## config.mk

```make
export PLATFORM = sky130hd
export DESIGN_NAME = seq_serializer_flat
export DESIGN_NICKNAME = d
export VERILOG_FILES = /design/src/rtl/seq_pkg.sv /design/src/rtl/seq_serializer_if.sv /design/src/rtl/seq_fifo2.sv /design/src/rtl/seq_serializer.sv /design/src/flat_wrapper.sv
export SDC_FILE = /design/constraint.sdc
export NUM_CORES = 1
export LEC_CHECK = 0
export CELL_PAD_IN_SITES_DETAIL_PLACEMENT = 1
export CELL_PAD_IN_SITES_GLOBAL_PLACEMENT = 1
export CORE_ASPECT_RATIO = 1.75
export CORE_MARGIN = 5
export CORE_UTILIZATION = 48
export DETAILED_ROUTE_END_ITERATION = 7
export PLACE_DENSITY = 0.91
export SKIP_LAST_GASP = 1
export SLEW_MARGIN = 25
export SYNTH_ARGS = -nofsm -noshare
export SYNTH_HDL_FRONTEND = slang
export SYNTH_SLANG_ARGS = --single-unit
```

## constraint.sdc

```tcl
create_clock -name clk -period 4.9 [get_ports clk]
set_input_delay 0.98 -clock clk [delete_from_list [all_inputs] [get_ports clk]]
set_output_delay 0.98 -clock clk [all_outputs]
set_load 0.01 [all_outputs]
```

## src/rtl/seq_pkg.sv

```systemverilog
// seq_pkg: shared FSM encoding and default word width for the serializer.
package seq_pkg;
  typedef enum logic {IDLE = 1'b0, SHIFT = 1'b1} state_t;
  localparam int DEFAULT_WIDTH = 8;
endpackage

```

## src/rtl/seq_serializer_if.sv

```systemverilog
// seq_serializer_if: word input handshake plus serial bit-stream output.
interface seq_serializer_if #(parameter int WIDTH = seq_pkg::DEFAULT_WIDTH);
  logic [WIDTH-1:0] in_data;
  logic in_valid;
  logic in_ready;
  logic out_en;
  logic x;
  logic x_valid;
  logic busy;
  modport master(output in_data, in_valid, out_en, input in_ready, x, x_valid, busy);
  modport slave(input in_data, in_valid, out_en, output in_ready, x, x_valid, busy);
endinterface

```

## src/rtl/seq_fifo2.sv

```systemverilog
// seq_fifo2: 2-entry in-order word buffer; push when full and pop when empty are ignored.
module seq_fifo2 import seq_pkg::*; #(
  parameter int WIDTH = DEFAULT_WIDTH
) (
  input  logic             clk,
  input  logic             reset,
  input  logic             push,
  input  logic             pop,
  input  logic [WIDTH-1:0] din,
  output logic [WIDTH-1:0] dout,
  output logic             full,
  output logic             empty
);
  logic [WIDTH-1:0] mem_q [2];
  logic rd_q, wr_q;
  logic [1:0] cnt_q;
  logic do_push, do_pop;
  assign full    = cnt_q == 2'd2;
  assign empty   = cnt_q == 2'd0;
  assign do_push = push & ~full;
  assign do_pop  = pop & ~empty;
  assign dout    = mem_q[rd_q];
  always_ff @(posedge clk or posedge reset) begin
    if (reset) begin
      mem_q[0] <= '0;
      mem_q[1] <= '0;
      rd_q     <= 1'b0;
      wr_q     <= 1'b0;
      cnt_q    <= 2'd0;
    end else begin
      if (do_push) begin
        mem_q[wr_q] <= din;
        wr_q        <= ~wr_q;
      end
      if (do_pop) rd_q <= ~rd_q;
      cnt_q <= cnt_q + {1'b0, do_push} - {1'b0, do_pop};
    end
  end
endmodule

```

## src/rtl/seq_serializer.sv

```systemverilog
// seq_serializer: buffers parallel words and shifts them out one bit per out_en strobe.
module seq_serializer import seq_pkg::*; #(
  parameter int WIDTH     = DEFAULT_WIDTH,
  parameter bit MSB_FIRST = 1'b1
) (
  input logic            clk,
  input logic            reset,
  seq_serializer_if.slave s
);
  localparam int CW = $clog2(WIDTH);
  localparam logic [CW-1:0] LAST = CW'(WIDTH - 1);
  state_t state_q;
  logic [WIDTH-1:0] sh_q, head;
  logic [CW-1:0] cnt_q;
  logic full, empty, pop, last_bit, shifting;
  assign shifting = state_q == SHIFT;
  assign last_bit = shifting && s.out_en && cnt_q == '0;
  // Loading from IDLE ignores out_en; reload on the last bit keeps words gap-free.
  assign pop = !empty && (!shifting || last_bit);
  seq_fifo2 #(.WIDTH(WIDTH)) u_fifo (
    .clk  (clk),
    .reset(reset),
    .push (s.in_valid & ~full),
    .pop  (pop),
    .din  (s.in_data),
    .dout (head),
    .full (full),
    .empty(empty)
  );
  always_ff @(posedge clk or posedge reset) begin
    if (reset) begin
      state_q <= IDLE;
      sh_q    <= '0;
      cnt_q   <= '0;
    end else if (pop) begin
      state_q <= SHIFT;
      sh_q    <= head;
      cnt_q   <= LAST;
    end else if (last_bit) begin
      state_q <= IDLE;
      sh_q    <= '0;
    end else if (shifting && s.out_en) begin
      sh_q  <= MSB_FIRST ? sh_q << 1 : sh_q >> 1;
      cnt_q <= cnt_q - CW'(1);
    end
  end
  assign s.in_ready = ~full;
  assign s.x_valid  = shifting;
  assign s.x        = shifting & (MSB_FIRST ? sh_q[WIDTH-1] : sh_q[0]);
  assign s.busy     = shifting | ~empty;
endmodule

```

## src/flat_wrapper.sv

```systemverilog
// flat-port wrapper written by rule: the top's interface ports become plain ports
module seq_serializer_flat import seq_pkg::*;
#(
  parameter int WIDTH     = DEFAULT_WIDTH,
  parameter bit MSB_FIRST = 1'b1
)
  (clk, reset, s_in_data, s_in_valid, s_out_en, s_in_ready, s_x, s_x_valid, s_busy);
  seq_serializer_if #(.WIDTH(WIDTH)) s_i ();
  input logic clk;
  input logic reset;
  input wire logic [$bits(s_i.in_data)-1:0] s_in_data;
  input wire logic [$bits(s_i.in_valid)-1:0] s_in_valid;
  input wire logic [$bits(s_i.out_en)-1:0] s_out_en;
  output wire logic [$bits(s_i.in_ready)-1:0] s_in_ready;
  output wire logic [$bits(s_i.x)-1:0] s_x;
  output wire logic [$bits(s_i.x_valid)-1:0] s_x_valid;
  output wire logic [$bits(s_i.busy)-1:0] s_busy;
  assign s_i.in_data = s_in_data;
  assign s_i.in_valid = s_in_valid;
  assign s_i.out_en = s_out_en;
  assign s_in_ready = s_i.in_ready;
  assign s_x = s_i.x;
  assign s_x_valid = s_i.x_valid;
  assign s_busy = s_i.busy;
  seq_serializer #(.WIDTH(WIDTH), .MSB_FIRST(MSB_FIRST)) u_core (.clk(clk), .reset(reset), .s(s_i));
endmodule
```

Word-level counts from Yosys, hierarchy flattened:

Cells that the tools add are included.

* register bits after elaboration: 32
* bits of input ports: 12
* output and inout bits: 4
* logic and storage cells: 54

* add/subtract/negate cells: 3
* order comparisons: 3
* equality and inequality tests: 2
* multiplexer cells: 14
* bitwise logic cells: 11
* reduce and logical (&&, ||, !) cells: 13

Operators by type and width (count)
* 8-bit 2-to-1 mux: 7
* 16-bit bitwise mux: 1
* 3-bit 2-to-1 mux: 3
* 8-bit demux with 1-bit select: 1
* 1-bit AND: 4
* 2-bit greater-or-equal comparator, second input constant: 2
* 1-bit logical AND: 4
* 1-bit inverter: 4
* 1-bit inverter with 2-bit output: 2
* 2-bit nonzero test: 2
* 3-bit logical NOT: 1
* 3-bit nonzero test: 1
* 3-bit by 1-bit subtractor with 3-bit output, second input constant: 1
* 2-bit by 1-bit adder with 2-bit output: 1
* 2-bit equality test, second input constant: 1
* 1-bit logical NOT: 2
* 2-bit logical NOT: 1
* 2-bit by 1-bit less-than comparator with 1-bit output, second input constant: 1
* 1-bit 2-to-1 mux: 2
* 2-bit inequality test, second input constant: 1
* 2-bit AND reduction: 1
* 2-bit by 1-bit subtractor with 2-bit output: 1
* 1-bit logical OR: 1
* 1-bit OR: 1

Longest topological paths before layout:

* word-level depth: 6
* mapped depth: 10
* gate-level depth less buffers: 9

By module:

A second synthesis with hierarchy kept.

* cell total of the unflattened synthesis: 117
* area total of the unflattened synthesis: 1556.5 um^2

By module, submodules not included
* seq_fifo2: times used 1, cells each 61, area each 898.4 um^2, sequential area each 500.5 um^2
* seq_serializer: times used 1, cells each 56, area each 658.1 um^2, sequential area each 300.3 um^2

Worst setup path before layout:

OpenSTA, ideal clock, no wires.

* path type: input to register
* from: in s_out_en
* to: reg u_core.u_fifo.cnt_q[1]
* library setup time: 125 ps
* arrival time: 2380 ps
* required time: 4775 ps
* path slack: 2395 ps
* stages: 9
* buffers on the path: 2
* cells stage by stage: clkbuf_1 > and3b_1 > buf_2 > o21a_1 > ha_1 > inv_1 > ha_1 > xnor2_1 > xnor2_1

* cells in the longest elaborated chain, start to end: 6

Ends and longest elaborated chain
* start, declared: line flat_wrapper.sv:13 `input wire logic [$bits(s_i.out_en)-1:0] s_out_en;`
* 1-bit logical AND (2 in series): line seq_serializer.sv:17 `assign last_bit = shifting && s.out_en && cnt_q == '0;`
* 1-bit logical OR: line seq_serializer.sv:19 `assign pop = !empty && (!shifting || last_bit);`
* 1-bit logical AND: line seq_serializer.sv:19
* 1-bit AND: line seq_fifo2.sv:21 `assign do_pop = pop & ~empty;`
* net u_core.u_fifo.do_pop: line seq_fifo2.sv:17 `logic do_push, do_pop;`
* 2-bit by 1-bit subtractor with 2-bit output: line seq_fifo2.sv:36 `cnt_q <= cnt_q + {1'b0, do_push} - {1'b0, do_pop};`
* end signal, assigned: line seq_fifo2.sv:36
* end, declared: line seq_fifo2.sv:16 `logic [1:0] cnt_q;`

The timed path passes the listed nets, and every way through them passes these cells.
A chain may end at the register's enable or synchronous reset.

Worst setup path after layout:

* from: reg u_core.u_fifo.cnt_q[1]
* to: out s_busy

* cells in the longest elaborated chain, start to end: 3

Ends and longest elaborated chain
* 2-bit logical NOT: line seq_fifo2.sv:19 `assign empty = cnt_q == 2'd0;`
* 1-bit inverter: line seq_serializer.sv:50 `assign s.busy = shifting | ~empty;`
* 1-bit OR: line seq_serializer.sv:50
* end, declared: line flat_wrapper.sv:17 `output wire logic [$bits(s_i.busy)-1:0] s_busy;`

No other way between the ends.

==> results.py <==
metrics = {
    "run_status": {
        "run_status": "finished clean",
    },
    "clock_tree": {
        "cts_setup_buffers": 0,
        "cts_tree": "yes",
        "clk_path_buf_depth": 2,
        "cts-root-buf": "clkbuf_8",
        "clock-sinks": 32,
        "ctsHoldBuffers": 0,
        "clk_latency_ns": 0.28,
        "cts-htree-levels": 2,
        "clkTransAtPathRegs_ns": 0.06,
        "cts_resized": 0,
        "numCtsBuffers": 5,
    },
    "job": {
        "max_cap_violations": 0,
    },
    "sta": {
        "setup_tns_ns": 0,
        "report.final.slew_viol_count": 0,
        "hold_viol": 0,
        "tightest_slew_ns": 0.589,
        "finalCritPeriodShare": 0.577,
        "slew_headroom": 0.607,
        "max_freq_ghz": 0.353,
        "period_needed_ns": 2.83,
        "setup_viol": 0,
        "grt_setup_unrepaired": "no",
        "worst_clock_skew_ns": 0.00515,
    },
    "global_routing": {
        "grt_pass1_vias": 1265,
        "antenna_found_initial": 0,
        "grt_util_met1": 0.191,
        "track_usage": 0.185,
        "overflow": 0,
        "grt_max_degree": 33,
        "grt_pass1_wl_mm": 6.09,
        "busiest_layer": "met2",
        "met3_usage": 0.0482,
        "grt_use_met2": 0.323,
    },
    "synth": {
        "yosys.area.top_type": "dfrtp_1",
        "netlist.area_leader.share": 0.499,
        "seq_area_frac_synth": 0.499,
        "synth_edf_count": 0,
        "synth_cells": 139,
        "synth.distinct_cells": 32,
        "syn_area_per_cell_sq_um": 11.5,
        "syn_nets": 155,
        "synth_common_cells": "dfrtp_1 (32), mux2_2 (24), a31oi_1 (8), nand3_1 (8)",
        "ys.warnings.count": 0,
        "ys.flop_type": "dfrtp_1",
        "ys_seq_elements": 32,
        "synth-async-reset-ratio": 1.00,
        "synthTopCellsByArea": "dfrtp_1 (50%), mux2_2 (17%), o211ai_1 (3.3%)",
        "syn_area_sq_mm": 0.00161,
        "synth_most_common_cell": "dfrtp_1",
    },
    "die": {
        "rows": 27,
        "core_area_sq_mm": 0.00318,
        "die_h_microns": 86.5,
        "die_w_microns": 53.7,
        "start_util": 0.506,
        "pin_count": 16,
        "die_area_sq_mm": 0.00465,
    },
    "drt": {
        "vias": 1103,
        "first_iter_violations": 16,
        "vias_per_cell": 5.63,
        "drtPass1Iterations": 4,
        "antenna_left": 0,
        "wire_per_inst_microns": 18.1,
        "totalWireLength_mm": 3.55,
        "remaining_drc_errors": 0,
    },
    "worst_setup_path": {
        "rr_endpoint": "u_core.u_fifo.cnt_q[1]",
        "worstSetupStartpointType": "flip-flop",
        "worst-setup-path-type": "reg2out",
        "cp-end-kind": "output pin",
        "worstPathRequired_ns": 3.92,
        "r2r-start": "u_core.cnt_q[0]",
        "path_max_fanout": 10,
        "crit_arrival_ns": 1.85,
        "rrSetupSlack_ns": 2.76,
        "reg2reg_depth": 9,
    },
    "hold_path": {
        "hp-class": "reg2reg",
        "worstHoldStart": "u_core.u_fifo.mem_q[5]",
        "hold_end": "u_core.u_fifo.mem_q[5]",
        "whs_path_depth": 1,
    },
    "finish": {
        "drive_above_1_share": 0.229,
        "fin_util": 0.580,
        "diodes": 0,
        "area_growth_syn_to_layout_pct": 14.7,
        "final_cell_area_sq_mm": 0.00184,
        "layout.nets": 168,
    },
    "power_and_ir_drop": {
        "power_density_mw_per_mm2": 602,
        "power_mw": 1.11,
        "p_sw_frac": 0.335,
        "combPwrFrac": 0.374,
        "internal_power_mw": 0.737,
        "vdd_drop_max_uv": 368,
        "clkPwrFrac": 0.185,
        "p_seq_frac": 0.441,
        "p_sw_mw": 0.372,
        "power_leakage_nw": 0.793,
    },
    "place": {
        "portBuffers": 15,
        "place_area_sq_mm": 0.00175,
        "gp_congestion": 0.856,
        "dp_hpwl_mm": 2.57,
    },
}
sequential cells by signal, summed over array words and instances (netlist names):
signal,count
u_core.s.x_valid,1
u_core.sh_q,8
u_core.cnt_q,3
u_core.u_fifo.wr_q,1
u_core.u_fifo.mem_q,16
u_core.u_fifo.rd_q,1
u_core.u_fifo.cnt_q,2
power by group through the flow:
stage / clock network (mW) / logic [mW] / registers (mW)
2_1_floorplan: 0 / 0.337 / 0.446
3_3_place_gp: 0 / 0.383 / 0.476
3_5_place_dp: 0 / 0.413 / 0.491
4_1_cts: 0.210 / 0.422 / 0.489
5_1_grt: 0.221 / 0.463 / 0.507
6_report: 0.206 / 0.414 / 0.489
critical path, cell delays in order (launching register included):
cell	delay, ns
dfrtp_1	0.45
or3_1	0.57
clkdlybuf4s50_1	0.55
layout make-up:
type | count | area (sq um)
sequential | 32 | 801
inverter | 6 | 22.5
fill | 347 | 1330
timing repair buffer | 16 | 158
tap | 43 | 53.8
clock buffer | 8 | 90.1
multi-input combinational | 91 | 717
through the flow:
stage          instances  hold slack (ns)  worst slack (ns)
3_3_place_gp         188            0.473              1.97
6_report             196            0.500              2.07
2_1_floorplan        139            0.460              2.40
4_1_cts              196            0.502              2.07
5_1_grt              196            0.527              2.01
3_5_place_dp         188            0.488              1.89
cells by family after synthesis:
| group | count (synthesis) | share of synthesized area |
|---|---|---|
| compound gates | 34 | 0.136 |
| flops | 32 | 0.499 |
| simple gates | 25 | 0.0889 |
| mux | 24 | 0.168 |
| buf+inv | 16 | 0.0546 |
| xor+xnor | 4 | 0.0218 |
| fa+ha+maj | 4 | 0.0312 |
routing by layer:
layer  part of all wire  routed length, microns
met3              0.029                     104
met2               0.56                    1990
met4              0.028                      98
met1               0.38                    1350
met5                  0                       0
how the worst max path moves through the flow:
| stage | slack [ns] | start | cells after the start | to |
|---|---|---|---|---|
| 2_1_floorplan | 2.40 | s_out_en | 9 | u_core.u_fifo.cnt_q[1] |
| 3_3_place_gp | 1.97 | s_out_en | 8 | u_core.u_fifo.cnt_q[1] |
| 3_5_place_dp | 1.89 | s_out_en | 8 | u_core.u_fifo.cnt_q[1] |
| 4_1_cts | 2.07 | u_core.s.x_valid | 2 | s_busy |
| 5_1_grt | 2.01 | u_core.s.x_valid | 2 | s_busy |
| 6_report | 2.07 | u_core.u_fifo.cnt_q[1] | 2 | s_busy |
cells in the final DEF (no fill, tap or decap), types with 2 or more instances in the layout:
master / instances
or2_2: 2
and3b_1: 2
xnor2_1: 3
dfrtp_1: 32
clkdlybuf4s50_1: 15
a21oi_1: 7
nand3_1: 8
mux2_2: 24
ha_1: 4
clkbuf_8: 6
a2bb2oi_1: 2
nand2_1: 5
o211ai_1: 7
a31oi_1: 8
clkbuf_1: 2
o21ai_0: 5
inv_1: 6
(Power assumes the default switching activity.)
==> edit 1 (config.mk and constraints unchanged) <==
Reset style: synchronous (`reset`), changed in 2 clocked blocks.
--- a/src/rtl/seq_fifo2.sv
+++ b/src/rtl/seq_fifo2.sv
@@ -20,7 +20,7 @@
   assign do_push = push & ~full;
   assign do_pop  = pop & ~empty;
   assign dout    = mem_q[rd_q];
-  always_ff @(posedge clk or posedge reset) begin
+  always_ff @(posedge clk) begin
     if (reset) begin
       mem_q[0] <= '0;
       mem_q[1] <= '0;
--- a/src/rtl/seq_serializer.sv
+++ b/src/rtl/seq_serializer.sv
@@ -27,7 +27,7 @@
     .full (full),
     .empty(empty)
   );
-  always_ff @(posedge clk or posedge reset) begin
+  always_ff @(posedge clk) begin
     if (reset) begin
       state_q <= IDLE;
       sh_q    <= '0;
Function: differs if reset is asserted again (counterexample within 4 cycles, from zero or initial values and one cycle with reset high); with reset held inactive, the same outputs for 10 cycles.
==> edit 1 against the original RTL <==
  * Sequential cell count increased by 1
  * Clock skew increased by 0.0015 ns
  * Setup slack got worse by 0.051 ns
  * Total power decreased by 6.2%
  * Routed wire length decreased by 17%
  * Final area decreased by 2.0%
  * Area after synthesis decreased by 3.7%
  * Largest power group unchanged
  * Highest routed layer unchanged
==> edit 1: results (changes against the original RTL) <==
[final_layout]
final_nets = 163  ; -3.0%
drive_gt1_share_pct = 24.32  ; +1.4 points
fin_cells = 191  ; -2.6%
fillers = 339  ; -2.3%

[placed_design]
placed_area_mm2 = 0.001723  ; -1.6%
dp_slack_ns = 1.714  ; -0.1787 ns

[detailed_routing]
wl_met1_um = 986  ; -27%
wire_per_inst_um = 15.48  ; -14%
routed-wl-met3_um = 105  ; +0.96%

[synth]
synth_edf_count = 16  ; +16
synth_area_leaders = edfxtp_1 (31%), dfxtp_1 (22%), and2_1 (6.5%)
synthArstFlopShare_pct = 0  ; -100 points
synth_nets = 145  ; -6.5%
yosys.cell_types.count = 34  ; +6.3%
syn_area_per_cell_um2 = 11.98  ; +3.7%
synth-seq-area-share_pct = 53.12  ; +3.2 points
synthTopCellsByCount = dfxtp_1 (17), and2_1 (16), edfxtp_1 (16)

[sta]
clock_skew_ns = 0.006667  ; +0.001513 ns
relSlewSlack_pct = 37.71  ; -23 points
hold_slack_ns = 0.5058  ; +0.006254 ns
fin_crit_sh_pct = 58.78  ; +1.0 points

[worst_setup_path]
endpoint = u_core.u_fifo.mem_q[1][1]$_SDFFCE_PN0P_
crit_path_max_incr_delay_ns = 0.89  ; +0.32 ns
rr_worst_depth = 8  ; -1
crit_path_start = reset

[pwr]
p_leak_nw = 0.6753  ; -15%
ir_worst_vdd_mv = 0.2853  ; -23%

[min_path]
worstHoldPathCells = 2  ; +1
worstHoldEndpoint = u_core.sh_q[0]$_SDFFE_PP0P_
hp-start = u_core.sh_q[0]$_SDFFE_PP0P_

[global_route]
grt_max_degree = 22  ; -33%
globalRouteMet1Util_pct = 12.12  ; -7.0 points
use_met2_pct = 29.75  ; -2.6 points
grt_pass1_vias = 1140  ; -9.9%
gr-usage-met3_pct = 4.394  ; -0.43 points
grt_pass1_wl_um = 4912  ; -19%

[status]
status = finished, final reports clean

[edit 1: power by group]
part	total, W	internal [W]	switching, W
clock	0.000189	0.0000953	0.0000933
sequential	0.000434	0.000372	0.0000624
combinational	0.000417	0.000196	0.000221
total	0.00104	0.000663	0.000377
[edit 1: kinds of logic (layout without fill, tap and decap cells)]
logic type,Yosys count,count (layout),synth area share [%]
and+or+nand+nor,53,53,23.24
DFF,33,33,53.12
AOI/OAI and AO/OA,19,19,9.636
muxes,8,8,5.830
buffers and inverters,8,27,2.671
adders and majority gates,4,4,3.239
xor gates and xnor gates,4,4,2.268
[edit 1: cell type report]
| cell class | instances | area (um^2) | share of cell area, % |
|---|---|---|---|
| well taps | 43 | 53.80 | 2.982 |
| multi-input cells | 88 | 683.2 | 37.86 |
| clock buffers | 5 | 68.82 | 3.814 |
| inverters | 4 | 15.01 | 0.8322 |
| repair buffers | 15 | 150.1 | 8.322 |
| flip-flops and latches | 33 | 820.8 | 45.49 |
| clock inverters | 3 | 12.51 | 0.6935 |
==> edit 2 (config.mk and constraints unchanged) <==
Without the edit above. Change the package constant `DEFAULT_WIDTH` from 8 to 4.
--- a/src/rtl/seq_pkg.sv
+++ b/src/rtl/seq_pkg.sv
@@ -1,6 +1,6 @@
 // seq_pkg: shared FSM encoding and default word width for the serializer.
 package seq_pkg;
   typedef enum logic {IDLE = 1'b0, SHIFT = 1'b1} state_t;
-  localparam int DEFAULT_WIDTH = 8;
+  localparam int DEFAULT_WIDTH = 4;
 endpackage
 
Ports: changed (resized s_in_data); port bits go from 16 to 12. The function was not compared with the original's and may differ.
==> edit 2 against the original RTL <==
  * Sequential cell count is 13 lower
  * Routed wire length is 49% lower
  * Synthesized cell count fell by 43%
  * Area after synthesis fell by 41%
  * Utilization shrank 0.26 points
  * Sequential share of layout area about the same
  * Total power fell by 44%
  * Setup slack better by 0.093 ns
  * Maximum frequency rose by 3.4%
  * Final area decreased by 41%
  * Clock power decreased by 61%
  * Largest power group unchanged
  * Cell count is 42% lower
==> edit 2: results (changes against the original RTL) <==
[global_route]
gr-usage-met3_pct = 3.117  ; -1.7 points
grt_usage_pct = 15.12  ; -3.4 points
globalRouteMet1Util_pct = 13.93  ; -5.2 points
grt_max_degree = 20  ; -39%
grt_pass1_wl_um = 3243  ; -47%

[final_layout]
drive_gt1_share_pct = 8.791  ; -14 points
buffers = 11  ; -5
seq_cell_count = 19  ; -41%
nClkBuffers = 3  ; -5
num-multi-input-gates = 51  ; -44%
fillers = 209  ; -40%
multi_input_area_um2 = 427.9  ; -40%

[detailed_routing]
wl_met1_um = 655  ; -52%
dr.first_iter.drc_count = 4  ; -12
wire_per_inst_um = 15.89  ; -12%
wl_met2_um = 1049  ; -47%

[pwr]
p_leak_nw = 0.4792  ; -40%
p_int_w = 0.0004015  ; -46%
seqPwrFrac_pct = 47.2  ; +3.1 points
comb-power_w = 0.000248  ; -40%

[synth]
yosys.cell_types.count = 26  ; -19%
synth-seq-area-share_pct = 50.20  ; +0.32 points
synthTopCellsByCount = dfrtp_1 (19), mux2_1 (8), inv_1 (6)
synth_nets = 90  ; -42%
synthMuxAreaShare_pct = 13.74  ; -3.1 points
synth_area_leaders = dfrtp_1 (50%), mux2_1 (9.5%), mux2i_1 (4.2%)
synth_compound_area_share_pct = 12.95  ; -0.69 points

[clock_tree]
clkTransAtPathRegs_ns = 0.10  ; +0.04 ns
clkLatencyLatePin_ns = 0.31  ; +0.03 ns
cts-root-buf = clkbuf_4

[sta]
relSlewSlack_pct = 52.05  ; -8.6 points
clock_skew_ns = 0.0005836  ; -0.004570 ns

[worst_setup_path]
crit_path_start = u_core.s.x_valid$_DFFE_PP0P_

[status]
status = finished, final reports clean

[placed_design]
portBuffers = 11  ; -4

edit 2: cell types whose count changed after synthesis, sizes merged, moves of 3 or more:
cell    change
nand2b      +4
dfrtp      -13
nand2       -4
nand3b      +3
mux2i       +4
nand3       -7
a21oi       -7
buf         -7
a31oi       -5
mux2       -16
o22a        +3
nor3        +3
o211ai      -7
edit 2: through the flow:
stage	std cells	utilization, %	worst slack (ns)	power [W]	area (um^2)
2_1_floorplan	79	-	2.612	0.0004738	947.2
3_3_place_gp	110	56.28	2.093	0.0005297	1065
3_5_place_dp	110	56.28	2.011	0.0005496	1065
4_1_cts	114	57.74	2.141	0.0006344	1092
5_1_grt	114	57.74	2.091	0.0006760	1092
6_report	114	57.74	2.163	0.0006219	1092
edit 2: worst max-delay path, cell delays in order, from the launching register on:
cell and delay (ns):
dfrtp_1 0.51, or3_4 0.45, clkdlybuf4s50_1 0.48
